<file path="config.mk">
export PLATFORM = sky130hd
export DESIGN_NAME = uart_cmd_parser
export DESIGN_NICKNAME = d
export VERILOG_FILES = /design/src/rtl/uart_cmd_pkg.sv /design/src/rtl/uart_cmd_hex.sv /design/src/rtl/uart_cmd_parser.sv
export SDC_FILE = /design/constraint.sdc
export NUM_CORES = 1
export LEC_CHECK = 0
export CORE_MARGIN = 1
export CORE_UTILIZATION = 55
export CTS_BUF_LIST = sky130_fd_sc_hd__clkbuf_4
export DETAILED_ROUTE_END_ITERATION = 7
export GPL_TIMING_DRIVEN = 0
export PLACE_DENSITY = 0.89
export SYNTH_ARGS = -nofsm -noshare
export SYNTH_HDL_FRONTEND = slang
export SYNTH_HIERARCHICAL = 1
export SYNTH_SLANG_ARGS = --single-unit
</file>
<file path="constraint.sdc">
create_clock -name clk -period 2.71 [get_ports clk]
set_clock_uncertainty 0.1 [all_clocks]
set_input_delay 0.542 -clock clk [delete_from_list [all_inputs] [get_ports clk]]
set_output_delay 0.542 -clock clk [all_outputs]
set_load 0.005 [all_outputs]
</file>
<file path="src/rtl/uart_cmd_pkg.sv">
// Shared constants and types for the UART register-access command parser.
package uart_cmd_pkg;

    localparam logic [7:0] AsciiR     = 8'h52;
    localparam logic [7:0] AsciiW     = 8'h57;
    localparam logic [7:0] AsciiK     = 8'h4B;
    localparam logic [7:0] AsciiQmark = 8'h3F;
    localparam logic [7:0] AsciiCr    = 8'h0D;
    localparam logic [7:0] AsciiLf    = 8'h0A;

    localparam logic [2:0] RespLenRead  = 3'd4;
    localparam logic [2:0] RespLenShort = 3'd3;

    typedef enum logic [3:0] {
        StIdle, StAddrHi, StAddrLo, StDataHi, StDataLo,
        StWaitCr, StDrain, StExec, StRdWait, StResp
    } state_e;

    typedef enum logic [1:0] {RespRead, RespAck, RespErr} resp_e;

    // Only 'R'/'r' and 'W'/'w' map onto the lower-case letters compared against.
    function automatic logic [7:0] to_lower(input logic [7:0] c);
        return c | 8'h20;
    endfunction

endpackage

</file>
<file path="src/rtl/uart_cmd_hex.sv">
// ASCII hex digit to nibble (with valid flag) and nibble to upper-case ASCII.
module uart_cmd_hex (
    input  logic [7:0] ascii_i,
    output logic [3:0] nibble_o,
    output logic       valid_o,
    input  logic [3:0] nibble_i,
    output logic [7:0] ascii_o
);

    always_comb begin
        nibble_o = 4'h0;
        valid_o  = 1'b0;
        if (ascii_i >= 8'h30 && ascii_i <= 8'h39) begin
            nibble_o = ascii_i[3:0];
            valid_o  = 1'b1;
        end else if ((ascii_i >= 8'h41 && ascii_i <= 8'h46) ||
                     (ascii_i >= 8'h61 && ascii_i <= 8'h66)) begin
            nibble_o = ascii_i[3:0] + 4'd9;
            valid_o  = 1'b1;
        end
    end

    assign ascii_o = (nibble_i < 4'd10) ? {4'h3, nibble_i} : (8'h37 + {4'h0, nibble_i});

endmodule

</file>
<file path="src/rtl/uart_cmd_parser.sv">
// Hex register read/write command parser between the UART RX and TX FIFOs.
// Define UART_CMD_ECHO_EN to echo every popped byte back to the TX FIFO.
module uart_cmd_parser #(
    parameter int unsigned RD_LATENCY = 1
) (
    input  logic       clk,
    input  logic       reset,
    input  logic [7:0] receive_data,
    input  logic       receive_data_preset,
    output logic       buffer_read,
    output logic [7:0] transmit_data,
    output logic       buffer_write,
    input  logic       transmit_full,
    output logic [7:0] reg_addr,
    output logic [7:0] reg_wdata,
    output logic       reg_we,
    output logic       reg_re,
    input  logic [7:0] reg_rdata,
    output logic       busy
);
    import uart_cmd_pkg::*;

    localparam logic [1:0] RdLast = 2'(RD_LATENCY - 1);

    state_e      state_q;
    resp_e       kind_q;
    logic        write_q;
    logic [1:0]  idx_q, cnt_q;
    logic [7:0]  addr_sh_q, data_sh_q, rdata_q;
    logic        buffer_read_q, buffer_write_q, reg_we_q, reg_re_q, busy_q;
    logic [7:0]  transmit_data_q, reg_addr_q, reg_wdata_q;

    logic [3:0]  rx_nib, enc_nib, unused_enc_nib;
    logic        rx_hex, unused_enc_valid;
    logic [7:0]  enc_ascii, unused_dec_ascii, resp_byte;
    logic [1:0]  resp_last;
    logic        is_cr, is_lf, is_cmd, parse_st, tx_free, tx_ok;

    uart_cmd_hex u_dec (
        .ascii_i  (receive_data),
        .nibble_o (rx_nib),
        .valid_o  (rx_hex),
        .nibble_i (4'h0),
        .ascii_o  (unused_dec_ascii)
    );

    // The first read digit is encoded straight from reg_rdata so it can be pushed on capture.
    assign enc_nib = (state_q == StRdWait) ? reg_rdata[7:4] :
                     (idx_q[0] ? rdata_q[3:0] : rdata_q[7:4]);

    uart_cmd_hex u_enc (
        .ascii_i  (8'h00),
        .nibble_o (unused_enc_nib),
        .valid_o  (unused_enc_valid),
        .nibble_i (enc_nib),
        .ascii_o  (enc_ascii)
    );

`ifdef UART_CMD_ECHO_EN
    logic       echo_pend_q;
    logic [7:0] echo_byte_q;
    assign tx_free = ~echo_pend_q;
`else
    assign tx_free = 1'b1;
`endif

    assign is_cr    = (receive_data == AsciiCr);
    assign is_lf    = (receive_data == AsciiLf);
    assign is_cmd   = (to_lower(receive_data) == to_lower(AsciiR)) ||
                      (to_lower(receive_data) == to_lower(AsciiW));
    assign parse_st = state_q inside {StIdle, StAddrHi, StAddrLo, StDataHi, StDataLo,
                                      StWaitCr, StDrain};
    assign tx_ok    = tx_free & ~transmit_full;
    assign resp_last = (kind_q == RespRead) ? 2'(RespLenRead - 3'd1) : 2'(RespLenShort - 3'd1);

    always_comb begin
        resp_byte = AsciiLf;
        if (idx_q == resp_last)              resp_byte = AsciiLf;
        else if (idx_q == resp_last - 2'd1)  resp_byte = AsciiCr;
        else if (kind_q == RespRead)         resp_byte = enc_ascii;
        else if (kind_q == RespAck)          resp_byte = AsciiK;
        else                                 resp_byte = AsciiQmark;
    end

    always_ff @(posedge clk or posedge reset) begin
        if (reset) begin
            state_q         <= StIdle;
            kind_q          <= RespErr;
            write_q         <= 1'b0;
            idx_q           <= 2'd0;
            cnt_q           <= 2'd0;
            addr_sh_q       <= 8'h00;
            data_sh_q       <= 8'h00;
            rdata_q         <= 8'h00;
            buffer_read_q   <= 1'b0;
            buffer_write_q  <= 1'b0;
            transmit_data_q <= 8'h00;
            reg_addr_q      <= 8'h00;
            reg_wdata_q     <= 8'h00;
            reg_we_q        <= 1'b0;
            reg_re_q        <= 1'b0;
            busy_q          <= 1'b0;
`ifdef UART_CMD_ECHO_EN
            echo_pend_q     <= 1'b0;
            echo_byte_q     <= 8'h00;
`endif
        end else begin
            buffer_write_q <= 1'b0;
`ifdef UART_CMD_ECHO_EN
            if (echo_pend_q && !transmit_full) begin
                buffer_write_q  <= 1'b1;
                transmit_data_q <= echo_byte_q;
                echo_pend_q     <= 1'b0;
            end
`endif
            if (buffer_read_q) begin
                buffer_read_q <= 1'b0;
`ifdef UART_CMD_ECHO_EN
                if (transmit_full) begin
                    echo_pend_q <= 1'b1;
                    echo_byte_q <= receive_data;
                end else begin
                    buffer_write_q  <= 1'b1;
                    transmit_data_q <= receive_data;
                end
`endif
                if (!is_lf) begin
                    unique case (state_q)
                        StIdle: begin
                            if (is_cmd) begin
                                write_q <= (to_lower(receive_data) == to_lower(AsciiW));
                                state_q <= StAddrHi;
                                busy_q  <= 1'b1;
                            end else if (!is_cr) begin
                                state_q <= StDrain;
                                busy_q  <= 1'b1;
                            end
                        end
                        StAddrHi, StAddrLo, StDataHi, StDataLo: begin
                            if (!rx_hex) begin
                                // A CR that is itself the offending byte ends the command.
                                state_q <= is_cr ? StResp : StDrain;
                                kind_q  <= RespErr;
                                idx_q   <= 2'd0;
                            end else begin
                                unique case (state_q)
                                    StAddrHi: begin
                                        addr_sh_q[7:4] <= rx_nib;
                                        state_q        <= StAddrLo;
                                    end
                                    StAddrLo: begin
                                        addr_sh_q[3:0] <= rx_nib;
                                        state_q        <= write_q ? StDataHi : StWaitCr;
                                    end
                                    StDataHi: begin
                                        data_sh_q[7:4] <= rx_nib;
                                        state_q        <= StDataLo;
                                    end
                                    default: begin
                                        data_sh_q[3:0] <= rx_nib;
                                        state_q        <= StWaitCr;
                                    end
                                endcase
                            end
                        end
                        StWaitCr: begin
                            if (is_cr) begin
                                state_q    <= StExec;
                                reg_addr_q <= addr_sh_q;
                                if (write_q) begin
                                    reg_wdata_q <= data_sh_q;
                                    reg_we_q    <= 1'b1;
                                end else begin
                                    reg_re_q <= 1'b1;
                                end
                            end else begin
                                state_q <= StDrain;
                            end
                        end
                        StDrain: begin
                            if (is_cr) begin
                                state_q <= StResp;
                                kind_q  <= RespErr;
                                idx_q   <= 2'd0;
                            end
                        end
                        default: ;
                    endcase
                end
            end else if (parse_st && receive_data_preset && tx_free) begin
                buffer_read_q <= 1'b1;
            end

            unique case (state_q)
                StExec: begin
                    reg_we_q <= 1'b0;
                    reg_re_q <= 1'b0;
                    if (write_q) begin
                        state_q <= StResp;
                        kind_q  <= RespAck;
                        idx_q   <= 2'd0;
                    end else begin
                        state_q <= StRdWait;
                        cnt_q   <= 2'd0;
                    end
                end
                StRdWait: begin
                    if (cnt_q == RdLast) begin
                        rdata_q <= reg_rdata;
                        kind_q  <= RespRead;
                        state_q <= StResp;
                        if (tx_ok) begin
                            buffer_write_q  <= 1'b1;
                            transmit_data_q <= enc_ascii;
                            idx_q           <= 2'd1;
                        end else begin
                            idx_q <= 2'd0;
                        end
                    end else begin
                        cnt_q <= cnt_q + 2'd1;
                    end
                end
                StResp: begin
                    if (tx_ok) begin
                        buffer_write_q  <= 1'b1;
                        transmit_data_q <= resp_byte;
                        if (idx_q == resp_last) begin
                            state_q <= StIdle;
                            busy_q  <= 1'b0;
                            idx_q   <= 2'd0;
                        end else begin
                            idx_q <= idx_q + 2'd1;
                        end
                    end
                end
                default: ;
            endcase
        end
    end

    assign buffer_read   = buffer_read_q;
    assign buffer_write  = buffer_write_q;
    assign transmit_data = transmit_data_q;
    assign reg_addr      = reg_addr_q;
    assign reg_wdata     = reg_wdata_q;
    assign reg_we        = reg_we_q;
    assign reg_re        = reg_re_q;
    assign busy          = busy_q;

endmodule

</file>
== Yosys cells after proc, flatten, opt, wreduce, memory -nomap -nowiden ==
Cells that the tools add are included.

* Flip-flop bits (word level): 64
* Bits of input ports: 20
* Logic and storage cells: 164

* Add/sub/neg operators: 5
* Eq/ne operators: 23
* Muxes and demuxes: 79
* Reductions and logical operators: 30
* Bitwise operators: 2
* $lt $le $gt $ge: 7

{| class="wikitable"
|+ Operators by type and width
! operator !! count
|-
| $mux 4 || 14
|-
| $mux 8 || 7
|-
| $reduce_and 5->1 || 7
|-
| $mux 2 || 16
|-
| $mux 1 || 30
|-
| $eq 4x3->1 const B || 4
|-
| $eq 8x4->1 const B || 2
|-
| $ge 8x7->1 const B || 2
|-
| $le 8x7->1 const B || 2
|-
| $pmux 2 s2 || 4
|-
| $pmux 4 s4 || 1
|-
| $pmux 8 s2 || 1
|-
| $eq 7x6->1 const B || 2
|-
| $pmux 4 s3 || 1
|-
| $reduce_and 4->1 || 3
|-
| $reduce_bool 2->1 || 6
|-
| $pmux 3 s3 || 1
|-
| $eq 4x2->1 const B || 2
|-
| $eq 4x4->1 const B || 2
|-
| $ge 8x6->1 const B || 1
|-
| $le 8x6->1 const B || 1
|-
| $ne 2x2->1 const B || 4
|-
| $add 6x4->7 const A || 1
|-
| $mux 7 || 1
|-
| 21 further kinds || 31
|}

== Longest topological paths before layout ==
* Depth in word-level cells: 12
* Gate-level depth with buffers: 11
* Mapped depth without buffers: 10

== By module ==
Netlist, hierarchy kept.

{| class="wikitable"
|+ By module, submodules not included
! module !! instances !! seq. area each (um2) !! cells each !! area an instance (um2)
|-
| uart_cmd_parser || 1 || 1602.8 || 289 || 3279.4
|-
| uart_cmd_hex || 2 || 0.0 || 42 || 294.0
|}

== Worst setup path before layout ==
Ideal clock, no wire load.

* Kind: input-to-reg
* Start: in receive_data[0]
* End: reg state_q[0]
* Path buffers: 0
* Setup slack: 0.319 ns
* Arrival time: 2.209 ns
* Setup time: 0.082 ns
* Stages: 9
* Cells stage by stage: inv_1 > ha_1 > nand2b_1 > o211ai_1 > nand2_1 > a21boi_0 > a2111oi_0 > a22oi_1 > a31oi_1

* Longest elaborated chain between the ends: 12
* Elaborated cells on any way between the ends: 30

{| class="wikitable"
|+ RTL lines
! item !! RTL line !! source
|-
| from (decl) || uart_cmd_parser.sv:8 || <nowiki>input logic [7:0] receive_data,</nowiki>
|-
| $ge 8x7->1, or another cell as far along || uart_cmd_hex.sv:16 || <nowiki>end else if ((ascii_i >= 8'h41 && ascii_i <= 8'h46) ||</nowiki>
|-
| $logic_and 1x1->1, on equally long branches || uart_cmd_hex.sv:16, uart_cmd_hex.sv:17 ||
|-
| $logic_or 1x1->1 || uart_cmd_hex.sv:16 ||
|-
| $mux 1 || uart_cmd_hex.sv:16 ||
|-
| $mux 1 * || uart_cmd_hex.sv:13 || <nowiki>if (ascii_i >= 8'h30 && ascii_i <= 8'h39) begin</nowiki>
|-
| net rx_hex || uart_cmd_parser.sv:34 || <nowiki>logic rx_hex, unused_enc_valid;</nowiki>
|-
| $mux 4 * || uart_cmd_parser.sv:140 || <nowiki>if (!rx_hex) begin</nowiki>
|-
| $pmux 4 s4 * || uart_cmd_parser.sv:128 || <nowiki>unique case (state_q)</nowiki>
|-
| $mux 4 * || uart_cmd_parser.sv:127 || <nowiki>if (!is_lf) begin</nowiki>
|-
| $mux 4 * || uart_cmd_parser.sv:116 || <nowiki>if (buffer_read_q) begin</nowiki>
|-
| $mux 4 || uart_cmd_parser.sv:227 || <nowiki>if (idx_q == resp_last) begin</nowiki>
|-
| $mux 4 || uart_cmd_parser.sv:224 || <nowiki>if (tx_ok) begin</nowiki>
|-
| $pmux 4 s3 * || uart_cmd_parser.sv:194 || <nowiki>unique case (state_q)</nowiki>
|-
| to (signal assigned) || uart_cmd_parser.sv:199 || <nowiki>state_q <= StResp;</nowiki>
|-
| to (signal assigned) || uart_cmd_parser.sv:203 || <nowiki>state_q <= StRdWait;</nowiki>
|-
| to (signal assigned) || uart_cmd_parser.sv:228 || <nowiki>state_q <= StIdle;</nowiki>
|-
| to (decl) || uart_cmd_parser.sv:25 || <nowiki>state_e state_q;</nowiki>
|}

Mark *: on every way through the listed nets, which the timed path passes. The rest lies on a longest branch.
A chain may end at the register's enable or synchronous reset.

== Worst setup path in the final report ==
* Start: in receive_data[2]
* End: reg state_q[0]

The elaborated chain is that of the path after synthesis.

==> results.json <==
{
  "status": "finished clean",
  "core_um2": 6096,
  "cts_buffers": 9,
  "syn_to_final_growth_pct": 24.22,
  "finalCriticalPeriod_ns": 2.617,
  "numPortBuffers": 48,
  "ant_nets": 0,
  "reg2reg_from": "state_q[0]",
  "place_hpwl_mm": 5.807,
  "grt_usage_pct": 26.29,
  "relSlewSlack_pct": 47.06,
  "maxCapViolCount": 0,
  "fmax_mhz": 382.1,
  "gr-total-overflow": 0,
  "power_density_nw_per_um2": 887.8,
  "slowest_delay_ns": 0.60,
  "drt-initial-drc-count": 276,
  "fin_crit_sh_pct": 96.57,
  "drcViolationCount": 0,
  "post-place-ws_ns": -0.9163,
  "syn-instance-count": 330,
  "clk_latency_ns": 0.40,
  "die_h_um": 82.56,
  "fin_nets": 419,
  "cp.arrival_ns": 2.84,
  "critPathSlowestCell": "clkdlybuf4s50_1",
  "worstSetupEndpointType": "flop",
  "cp_max_fo": 13,
  "detailroute.via_count": 2996,
  "cp_cell_sequence": "clkdlybuf4s50_1, nand2b_1, o211ai_1, nand2_2, a21boi_0, a2111oi_2, a22oi_1, a31oi_1",
  "clock-sinks": 64,
  "r2r_cells": 9,
  "drt-vias-per-instance": 6.334,
  "clock_path_buffers": 2,
  "vdd.ir_drop.worst_v": 0.0006527,
  "power_leakage_nw": 1.970,
  "hp-start": "reg_re",
  "cp.depth": 8,
  "ios": 49,
  "routed.top_layer": "met4",
  "cp-startpoint": "receive_data[2]",
  "worstSetupStartpointType": "primary input",
  "h-tree-depth": 3,
  "wire_per_inst_um": 17.64,
  "grt_pass1_vias": 2745,
  "tns_ns": 0,
  "drt-total-wl_mm": 8.342,
  "cp.required_ns": 2.93,
  "tightest_slew_ns": 0.7875,
  "hold_violations": 0,
  "start_util_pct": 58.56,
  "syn_area_per_cell_um2": 10.82,
  "antenna_cells": 0,
  "antenna_found_initial": 0,
  "clk_pin_slew_ns": 0.11,
  "fin_ws_ns": 0.09289,
  "syn_area_um2": 3570,
  "cts_tree": "yes",
  "fin_util_pct": 72.74,
  "r2r_slack_ns": 0.11,
  "yosysWarnings": 6,
  "slew_violations": 0,
  "wl_met2_mm": 4.092,
  "power_mw": 3.937,
  "grt_max_degree": 39,
  "die_w_um": 82.56,
  "cts_root_buffer": "clkbuf_4",
  "cp.buffers_inverters": 1,
  "gp_congestion": 0.8970,
  "synth_nets": 355,
  "drtPass1Iterations": 5,
  "endpoint": "state_q[0]",
  "num_rows": 28,
  "dieArea_um2": 6816,
  "hold_path_class": "flop to flop",
  "wl_met1_mm": 3.509,
  "worstSetupPathType": "primary input to flop",
  "cp_top_family": "compound AO/OA/AOI/OAI gates",
  "grt_pass1_wl_mm": 13.30,
  "drive_gt1_share_pct": 26.38,
  "r2r-end": "transmit_data[1]",
  "finalSetupViolations": 0,
  "wl_met3_um": 546
}
area by class of cell:
cell class              instances  area [um2]
well taps                      75       93.84
fillers                       443        1662
multi-input cells             228        1869
inverters                      22       82.58
clock inverters                 6       108.9
clock buffers                   9       67.56
plain buffers                  15       70.07
flip-flops and latches         64        1603
repair buffers                 54       539.3
worst register-to-register path, delay by kind of cell (launching register included):
family	cells	cell delay [ns]
compound gates	6	1.31
buf+inv	2	0.39
flops	1	0.39
simple gates	1	0.29
cell usage in the layout (no fill, tap or decap), types with 3 or more instances in the layout:
| cell type | n |
|---|---|
| clkbuf_4 | 9 |
| ha_1 | 5 |
| nand3b_1 | 3 |
| o21ai_2 | 3 |
| o21ai_0 | 10 |
| nor4bb_1 | 3 |
| a31o_2 | 5 |
| bufinv_16 | 3 |
| o22ai_1 | 3 |
| o211ai_1 | 3 |
| and3_1 | 6 |
| buf_4 | 6 |
| inv_1 | 21 |
| a22oi_1 | 3 |
| nor3_1 | 5 |
| xnor2_1 | 3 |
| a21oi_1 | 17 |
| nor2_1 | 16 |
| a31oi_1 | 6 |
| clkbuf_1 | 6 |
| buf_2 | 8 |
| nand3_1 | 4 |
| dfrtp_1 | 63 |
| nand2b_1 | 5 |
| clkdlybuf4s50_1 | 46 |
| mux2i_1 | 7 |
| o21ai_1 | 4 |
| mux2_2 | 42 |
| nand2_1 | 13 |
how the worst min path moves through the flow:
stage,slack [ns],depth (start not counted),endpoint
floorplan,0.38,1,reg_wdata[0]
detailed placement,0.38,1,reg_re
global placement,0.38,1,reg_re
CTS,0.41,1,reg_re
global route,0.42,1,reg_re
finish,0.40,1,reg_re
sequential cells by signal, summed over array words and instances (netlist names):
signal	count
reg_we	1
cnt_q	2
reg_re	1
buffer_read	1
busy	1
rdata_q	8
transmit_data	8
kind_q	2
addr_sh_q	8
buffer_write	1
state_q	4
write_q	1
reg_wdata	8
reg_addr	8
data_sh_q	8
idx_q	2
power breakdown:
| part | switching, mW | internal [mW] | total (mW) |
|---|---|---|---|
| sequential | 0.144 | 1.14 | 1.29 |
| clock | 0.355 | 0.461 | 0.816 |
| combinational | 0.988 | 0.847 | 1.83 |
metrics by stage:
stage | hold WS [ns] | instances | area, um2
2_1_floorplan | 0.3766 | 330 | 3570
3_3_place_gp | 0.3775 | 453 | 4144
3_5_place_dp | 0.3804 | 454 | 4164
4_1_cts | 0.4051 | 472 | 4377
5_1_grt | 0.4224 | 473 | 4434
6_report | 0.3990 | 473 | 4434
routing by layer:
metal / GRT usage [%] / up-vias
li1: - / 1351
met1: 34.13 / 1466
met2: 42.98 / 153
met3: 4.615 / 26
met4: 11.72 / 0
met5: 0 / -
what timing repair did:
action                     CTS  global route
buffers inserted             4             1
hold buffers                 0             0
hold endpoints to repair     0             0
pin swaps                    3             2
resized for setup            5            15
setup endpoints to repair   24            25
Note: power is estimated with default switching activity, not from simulation.
